### config.mk
export PLATFORM = sky130hd
export DESIGN_NAME = pcap_frame_engine
export DESIGN_NICKNAME = d
export VERILOG_FILES = /design/src/rtl/pcap_frame_engine.sv
export SDC_FILE = /design/constraint.sdc
export NUM_CORES = 2
export LEC_CHECK = 0
export CORE_UTILIZATION = 48
export CTS_CLUSTER_DIAMETER = 60
export DETAILED_ROUTE_END_ITERATION = 8
export PLACE_DENSITY = 0.67
export SLEW_MARGIN = 20
export SYNTH_ARGS = -nofsm -noshare
export SYNTH_HDL_FRONTEND = slang
export SYNTH_SLANG_ARGS = --single-unit
### constraint.sdc
create_clock -name clk_i -period 5.4 [get_ports clk_i]
set_input_delay 0.81 -clock clk_i [delete_from_list [all_inputs] [get_ports clk_i]]
set_output_delay 0.81 -clock clk_i [all_outputs]
set_load 0.03 [all_outputs]
### src/rtl/pcap_frame_engine.sv
// pcap_frame_engine
//   Position-capture front end. Edge-detects enable/frame/capture, latches NCH
//   32-bit channel values and serialises each sample into a word FIFO that
//   drains through a first-word-fall-through valid/ready stream.
//
//   Optional feature macro: PCAP_FRAME_TIMESTAMP_EN
//     defined   - a 32-bit cycle counter (cleared on RUN entry) is appended as
//                 the last word of every sample, NW = NCH+1
//     undefined - NW = NCH
//
// Ports
//   clk_i, reset_i        clock, synchronous active-high reset
//   arm_i, disarm_i       one-cycle control pulses (disarm wins)
//   enable_i              capture gate (level)
//   frame_i, capture_i    rising-edge strobes
//   mode_i                0 immediate, 1 framed, 2 framed-difference, 3 as 0
//   value_i               NCH packed 32-bit channel values
//   dout_o/dout_valid_o/dout_ready_i   output stream
//   active_o              high in ARMED or RUN
//   err_o                 0 none, 1 overflow, 2 double capture, 3 too fast
//   sample_count_o        completed samples since arm (saturating)

module pcap_frame_engine #(
    parameter int unsigned NCH        = 4,
    parameter int unsigned FIFO_DEPTH = 32,
    parameter int unsigned CNT_W      = 32
) (
    input  logic              clk_i,
    input  logic              reset_i,
    input  logic              arm_i,
    input  logic              disarm_i,
    input  logic              enable_i,
    input  logic              frame_i,
    input  logic              capture_i,
    input  logic [1:0]        mode_i,
    input  logic [NCH*32-1:0] value_i,
    output logic [31:0]       dout_o,
    output logic              dout_valid_o,
    input  logic              dout_ready_i,
    output logic              active_o,
    output logic [1:0]        err_o,
    output logic [CNT_W-1:0]  sample_count_o
);

`ifdef PCAP_FRAME_TIMESTAMP_EN
    localparam int unsigned NW = NCH + 1;
`else
    localparam int unsigned NW = NCH;
`endif
    localparam int unsigned IW = (NW > 1) ? $clog2(NW) : 1;
    localparam int unsigned AW = $clog2(FIFO_DEPTH);
    localparam int unsigned CW = AW + 1;
    // Highest fill level at which a whole sample still fits.
    localparam logic [CW-1:0] MAX_START_CNT = CW'(FIFO_DEPTH - NW);

    typedef enum logic [1:0] {StIdle, StArmed, StRun} state_e;

    state_e            state_q, state_d;
    logic              en_q, frame_q, cap_q;
    logic [1:0]        mode_q;
    logic [1:0]        err_q;
    logic [CNT_W-1:0]  sample_cnt_q;
    logic              pend_q;
    logic [31:0]       pend_slot_q [NCH];
    logic [31:0]       fstart_q    [NCH];
    logic [31:0]       out_slot_q  [NW];
    logic              start_q, busy_q;
    logic [IW-1:0]     idx_q;
    logic [31:0]       mem_q [FIFO_DEPTH];
    logic [AW-1:0]     wr_ptr_q, rd_ptr_q;
    logic [CW-1:0]     count_q;
`ifdef PCAP_FRAME_TIMESTAMP_EN
    logic [31:0]       ts_q, pend_ts_q;
`endif

    logic arm_ok, run_entry, en_fall, cap_hit, frame_hit, framed, ser_busy;
    logic imm_take, imm_fast, emit, frame_fast, dbl_cap, pend_fill;
    logic has_room, overflow, last_wr, rd_en, wr_en;
    logic [1:0] err_new;

    assign arm_ok    = (state_q == StIdle) && arm_i && !disarm_i;
    assign run_entry = (state_q == StArmed) && !disarm_i && enable_i;
    assign en_fall   = en_q && !enable_i;
    // Once an error is latched no new sample may start; the run is winding down.
    assign cap_hit   = (state_q == StRun) && (err_q == 2'd0) && enable_i && capture_i && !cap_q;
    assign frame_hit = (state_q == StRun) && (err_q == 2'd0) && frame_i && !frame_q;
    assign framed    = (mode_q != 2'd0);
    assign ser_busy  = start_q || busy_q;

    assign imm_take   = cap_hit && !framed && !ser_busy;
    assign imm_fast   = cap_hit && !framed && ser_busy;
    assign emit       = frame_hit && framed && pend_q && !ser_busy;
    assign frame_fast = frame_hit && framed && pend_q && ser_busy;
    // A frame in the same cycle empties the slot first, so the capture is legal.
    assign dbl_cap    = cap_hit && framed && pend_q && !frame_hit;
    assign pend_fill  = cap_hit && framed && (!pend_q || frame_hit);

    assign has_room = (count_q <= MAX_START_CNT);
    assign overflow = start_q && !has_room;
    assign wr_en    = busy_q;
    assign last_wr  = busy_q && (idx_q == IW'(NW - 1));
    assign rd_en    = dout_valid_o && dout_ready_i;

    always_comb begin
        err_new = 2'd0;
        if (overflow)                    err_new = 2'd1;
        else if (dbl_cap)                err_new = 2'd2;
        else if (imm_fast || frame_fast) err_new = 2'd3;
    end

    always_comb begin
        state_d = state_q;
        unique case (state_q)
            StIdle:  if (arm_ok) state_d = StArmed;
            StArmed: begin
                if (disarm_i)      state_d = StIdle;
                else if (enable_i) state_d = StRun;
            end
            StRun: begin
                if (disarm_i || en_fall)                     state_d = StIdle;
                else if ((err_q != 2'd0) && !ser_busy)       state_d = StIdle;
            end
            default: state_d = StIdle;
        endcase
    end

    always_ff @(posedge clk_i) begin
        if (reset_i) begin
            state_q      <= StIdle;
            en_q         <= 1'b0;
            frame_q      <= 1'b0;
            cap_q        <= 1'b0;
            mode_q       <= 2'd0;
            err_q        <= 2'd0;
            sample_cnt_q <= '0;
            pend_q       <= 1'b0;
            start_q      <= 1'b0;
            busy_q       <= 1'b0;
            idx_q        <= '0;
            wr_ptr_q     <= '0;
            rd_ptr_q     <= '0;
            count_q      <= '0;
            for (int c = 0; c < NCH; c++) begin
                pend_slot_q[c] <= '0;
                fstart_q[c]    <= '0;
            end
            for (int w = 0; w < NW; w++) out_slot_q[w] <= '0;
`ifdef PCAP_FRAME_TIMESTAMP_EN
            ts_q      <= '0;
            pend_ts_q <= '0;
`endif
        end else begin
            state_q <= state_d;
            en_q    <= enable_i;
            frame_q <= frame_i;
            cap_q   <= capture_i;

            if (arm_ok) begin
                mode_q <= (mode_i == 2'd3) ? 2'd0 : mode_i;
                err_q  <= 2'd0;
            end else if (err_q == 2'd0) begin
                err_q <= err_new;
            end

            if (arm_ok) sample_cnt_q <= '0;
            else if (last_wr && !(&sample_cnt_q)) sample_cnt_q <= sample_cnt_q + 1'b1;

            if (run_entry || frame_hit) begin
                for (int c = 0; c < NCH; c++) fstart_q[c] <= value_i[32*c +: 32];
            end

            if (arm_ok) pend_q <= 1'b0;
            else if (pend_fill) pend_q <= 1'b1;
            else if (frame_hit && framed) pend_q <= 1'b0;

            if (pend_fill) begin
                for (int c = 0; c < NCH; c++) begin
                    // With a coincident frame the new reference is this cycle's value.
                    if (mode_q == 2'd2)
                        pend_slot_q[c] <= value_i[32*c +: 32] -
                                          (frame_hit ? value_i[32*c +: 32] : fstart_q[c]);
                    else
                        pend_slot_q[c] <= value_i[32*c +: 32];
                end
`ifdef PCAP_FRAME_TIMESTAMP_EN
                pend_ts_q <= ts_q;
`endif
            end

            if (imm_take) begin
                for (int c = 0; c < NCH; c++) out_slot_q[c] <= value_i[32*c +: 32];
`ifdef PCAP_FRAME_TIMESTAMP_EN
                out_slot_q[NW-1] <= ts_q;
`endif
            end else if (emit) begin
                for (int c = 0; c < NCH; c++) out_slot_q[c] <= pend_slot_q[c];
`ifdef PCAP_FRAME_TIMESTAMP_EN
                out_slot_q[NW-1] <= pend_ts_q;
`endif
            end

`ifdef PCAP_FRAME_TIMESTAMP_EN
            ts_q <= run_entry ? 32'd0 : ts_q + 32'd1;
`endif

            // Serialiser: one cycle for the room check, then one word per cycle.
            start_q <= imm_take || emit;
            if (start_q && has_room) begin
                busy_q <= 1'b1;
                idx_q  <= '0;
            end else if (busy_q) begin
                if (last_wr) busy_q <= 1'b0;
                idx_q <= idx_q + 1'b1;
            end

            if (wr_en) begin
                mem_q[wr_ptr_q] <= out_slot_q[idx_q];
                wr_ptr_q        <= wr_ptr_q + 1'b1;
            end
            if (rd_en) rd_ptr_q <= rd_ptr_q + 1'b1;
            if (wr_en && !rd_en)      count_q <= count_q + 1'b1;
            else if (rd_en && !wr_en) count_q <= count_q - 1'b1;
        end
    end

    assign dout_valid_o   = (count_q != '0);
    assign dout_o         = dout_valid_o ? mem_q[rd_ptr_q] : 32'd0;
    assign active_o       = (state_q != StIdle);
    assign err_o          = err_q;
    assign sample_count_o = sample_cnt_q;

endmodule

==> flow_metrics.env <==
export IMPL_status="complete, no violations"
export IMPL_worst_slack_ps=299.4
export IMPL_crit_chain="or4b_1 -> or3b_4 -> buf_4 -> mux2i_1 -> ha_1 -> nor2b_1 -> o31a_1 -> o311ai_1 -> a211o_1 -> a21o_1 -> o21ai_1 -> a41oi_2 -> o21ai_1 -> a41oi_1 -> buf_4 -> mux2_2 -> a31oi_1"
export IMPL_crit_path_max_fanout=12
export IMPL_dp_slack_ps=-94.18
export IMPL_grt_pass1_vias=36530
export IMPL_slew_headroom=0.2332
export IMPL_setup_tns_ps=0
export IMPL_antenna_left=0
export IMPL_synth_enable_flop_cells=1408
export IMPL_ys_ff_latch=1477
export IMPL_rows=135
export IMPL_first_pass_iters=5
export IMPL_max_stage_delay_ps=520
export IMPL_cp_data_required_time_ps=6010
export IMPL_startpoint_type="flop"
export IMPL_die_x_um=371.0
export IMPL_r2r_slack_ps=300
export IMPL_die_area_sq_um=137600
export IMPL_fin_area_sq_um=75540
export IMPL_drt_wl_total_mm=161.1
export IMPL_htree_levels=4
export IMPL_crit_arrival_ps=5720
export IMPL_setup_viol=0
export IMPL_reg2reg_from="state_q[1]$_SDFFE_PP0P_"
export IMPL_grt_overflow_total=0
export IMPL_io_pins=206
export IMPL_drv_slew=0
export IMPL_clockBufferDepth=3
export IMPL_worstHoldStart="rd_ptr_q[1]$_SDFFE_PP0P_"
export IMPL_final_min_clock_period_ps=5101
export IMPL_yosys_cell_types_count=81
export IMPL_startpoint="state_q[1]$_SDFFE_PP0P_"
export IMPL_antenna_found_initial=4
export IMPL_clkSlewWorstSetupHoldPaths_ps=60
export IMPL_ir_drop_v=0.0003426
export IMPL_cts_buffers=158
export IMPL_syn_area_per_cell_sq_um=16.56
export IMPL_reg2reg_to="pend_slot_q[2][31]$_SDFFCE_PN0P_"
export IMPL_vias=36550
export IMPL_clock_sinks=1477
export IMPL_finalCritPeriodShare=0.9446
export IMPL_cts_tree="done"
export IMPL_initialDrtViolationCount=3318
export IMPL_max_cap_violations=0
export IMPL_stdcell_count=6145
export IMPL_start_util=0.4829
export IMPL_path_class="reg2reg"
export IMPL_worst_pin_slew_ps=1150
export IMPL_clockRootBuffer="clkbuf_16"
export IMPL_synthCells=3946
export IMPL_worstHoldPathType="reg2reg"
export IMPL_post_route_drc_count=0
export IMPL_post_cts_buffers=0
export IMPL_postPlaceCellArea_sq_um=70300
export IMPL_r2r_cells=17
export IMPL_hold_viol_final=0
export IMPL_grt_usage=0.2364
export IMPL_hold_depth=2
export IMPL_synthArstFlopShare=0
export IMPL_clk_latency_ps=770
export IMPL_ys_seq_area_frac=0.6682
export IMPL_power_density_nw_per_um2=369.6
export IMPL_io_buffers=205
export IMPL_fin_nets=4513
export IMPL_nFillCells=10350
export IMPL_clock_skew_ps=33.31
export IMPL_place_hpwl_mm=102.2
export IMPL_cp_slowest_cell="or4b_1"
export IMPL_drive_above_1_share=0.1802
export IMPL_die_y_um=371.0
export IMPL_yosys_warnings=0
export IMPL_critPathCapture="pend_slot_q[2][31]$_SDFFCE_PN0P_"
export IMPL_place_inst=5854
export IMPL_timing_fmax_mhz=196.1
export IMPL_routedWlPerCell_um=26.22
export IMPL_grt_first_pass_wirelength_mm=238.6
export IMPL_grt_max_degree=130
export IMPL_synth_flop_cell="edfxtp_1"
export IMPL_p_total_mw=27.92
export IMPL_syn_area_sq_um=65340
export IMPL_p_leak_nw=25.79
export IMPL_core_sq_um=135300
export IMPL_synth_nets=4226
export IMPL_gp_congestion=0.9158
export IMPL_endpoint_kind="flop"
export IMPL_vias_per_cell=5.948
export IMPL_rsz0062_at_grt="no"
export IMPL_syn_to_final_growth_pct=15.61
how the worst min path moves through the flow:
stage | slack (ps) | end
CTS | 500 | flop
global placement | 470 | flop
global route | 510 | pend_q$_SDFFE_PP0P_
detailed placement | 490 | pend_q$_SDFFE_PP0P_
floorplan | 460 | pend_q$_SDFFE_PP0P_
finish | 500 | flop
per-layer routing:
| layer | global-route usage | wire (um) | up-vias |
|---|---|---|---|
| li1 | - | - | 16330 |
| met1 | 0.3193 | 66890 | 18750 |
| met2 | 0.3888 | 78750 | 1226 |
| met3 | 0.03491 | 9357 | 244 |
| met4 | 0.08911 | 6109 | 4 |
| met5 | 0 | 26 | - |
per-stage QoR:
step                hold slack, ps  utilization
detailed placement           489.6       0.5196
floorplan                    464.0            -
CTS                          495.4       0.5582
finish                       498.0       0.5583
global placement             470.1       0.5196
global route                 514.3       0.5583
what timing repair did:
action                     CTS  global route
resized for setup            0             2
setup endpoints to repair    0             2
hold buffers                 0             0
cells in the mapped netlist, types with 23 or more instances:
master / number / area (sq um)
edfxtp_1: 1408 / 42280
mux4_2: 352 / 7928
nand2_1: 246 / 923.4
a21oi_1: 217 / 1086
nor2_1: 202 / 758.2
mux2i_1: 158 / 1582
a22o_1: 145 / 1270
ha_1: 137 / 1714
clkbuf_1: 133 / 499.2
and2_1: 130 / 813.3
xnor2_1: 77 / 674.4
o21ai_0: 73 / 365.4
dfxtp_1: 69 / 1381
a21o_1: 65 / 488.0
xor2_1: 56 / 490.5
buf_1: 54 / 202.7
inv_1: 46 / 172.7
nand3_1: 32 / 160.2
nor3_1: 28 / 140.1
nor2b_1: 23 / 143.9
o21bai_1: 23 / 172.7
state kept, by name (all words and copies together) (netlist names), 2 cells and up, named ones only:
register	count
count_q	6
wr_ptr_q	5
pend_slot_q	128
fstart_q	128
idx_q	2
rd_ptr_q	5
out_slot_q	128
mem_q	1024
mode_q	2
state_q	2
sample_count_o	32
err_o	2
power by group:
group          internal, mW  switching (mW)
Sequential             12.6           0.131
Combinational          2.06            2.21
Clock                  6.38            4.52
Total                  21.1            6.86
area by class of cell:
cell class,count,area [sq um],area share
antenna,1,2.502,0.00003313
timing repair buffer,328,3183,0.04214
clock buffer,204,4252,0.05628
tap,1781,2228,0.02950
clock inverter,86,974.7,0.01290
sequential,1477,43680,0.5782
inverter,46,172.7,0.002286
multi-input combinational,2222,21050,0.2786
layout by cell type (no fill, tap or decap), types with 16 or more instances in the layout:
cell type        instances
clkinv_1                26
nand2b_1                17
a22o_1                 145
a21oi_1                217
mux2i_1                158
nor2_4                  33
xnor2_1                 77
clkbuf_1                38
a211oi_1                20
o21a_1                  19
ha_1                   137
bufinv_16               16
nor2_1                 169
xor2_1                  56
clkdlybuf4s50_1        204
o21bai_1                23
nand3_1                 32
nand2_1                246
buf_12                  17
mux4_2                 352
nor2b_1                 22
o21ai_0                 73
buf_4                  106
clkbuf_16              162
or3_1                   18
nand4_1                 21
and3_1                  17
and2_1                 130
edfxtp_1              1408
nor3_1                  26
inv_1                   46
dfxtp_1                 63
a21o_1                  64
critical path: cells and delay by family, from the launching register on:
| kind | cells | cell delay [ps] |
|---|---|---|
| compound gates | 9 | 2080 |
| fa+ha+maj | 1 | 280 |
| buf+inv | 2 | 410 |
| flops | 1 | 420 |
| mux | 2 | 560 |
| simple gates | 3 | 1180 |
kinds of logic (layout without fill, tap and decap cells):
logic type | Yosys count | after routing | synth area share
buffers and inverters | 247 | 664 | 0.01446
AND/OR/NAND/NOR | 786 | 786 | 0.05800
flip-flops | 1477 | 1477 | 0.6682
XOR/XNOR | 133 | 133 | 0.01783
other | 0 | 1 | 0
multiplexers | 512 | 512 | 0.1459
adder cells (fa/ha/maj) | 142 | 142 | 0.02777
AO/OA/AOI/OAI | 649 | 649 | 0.06785
No activity file was read; power rests on OpenSTA's default activity.
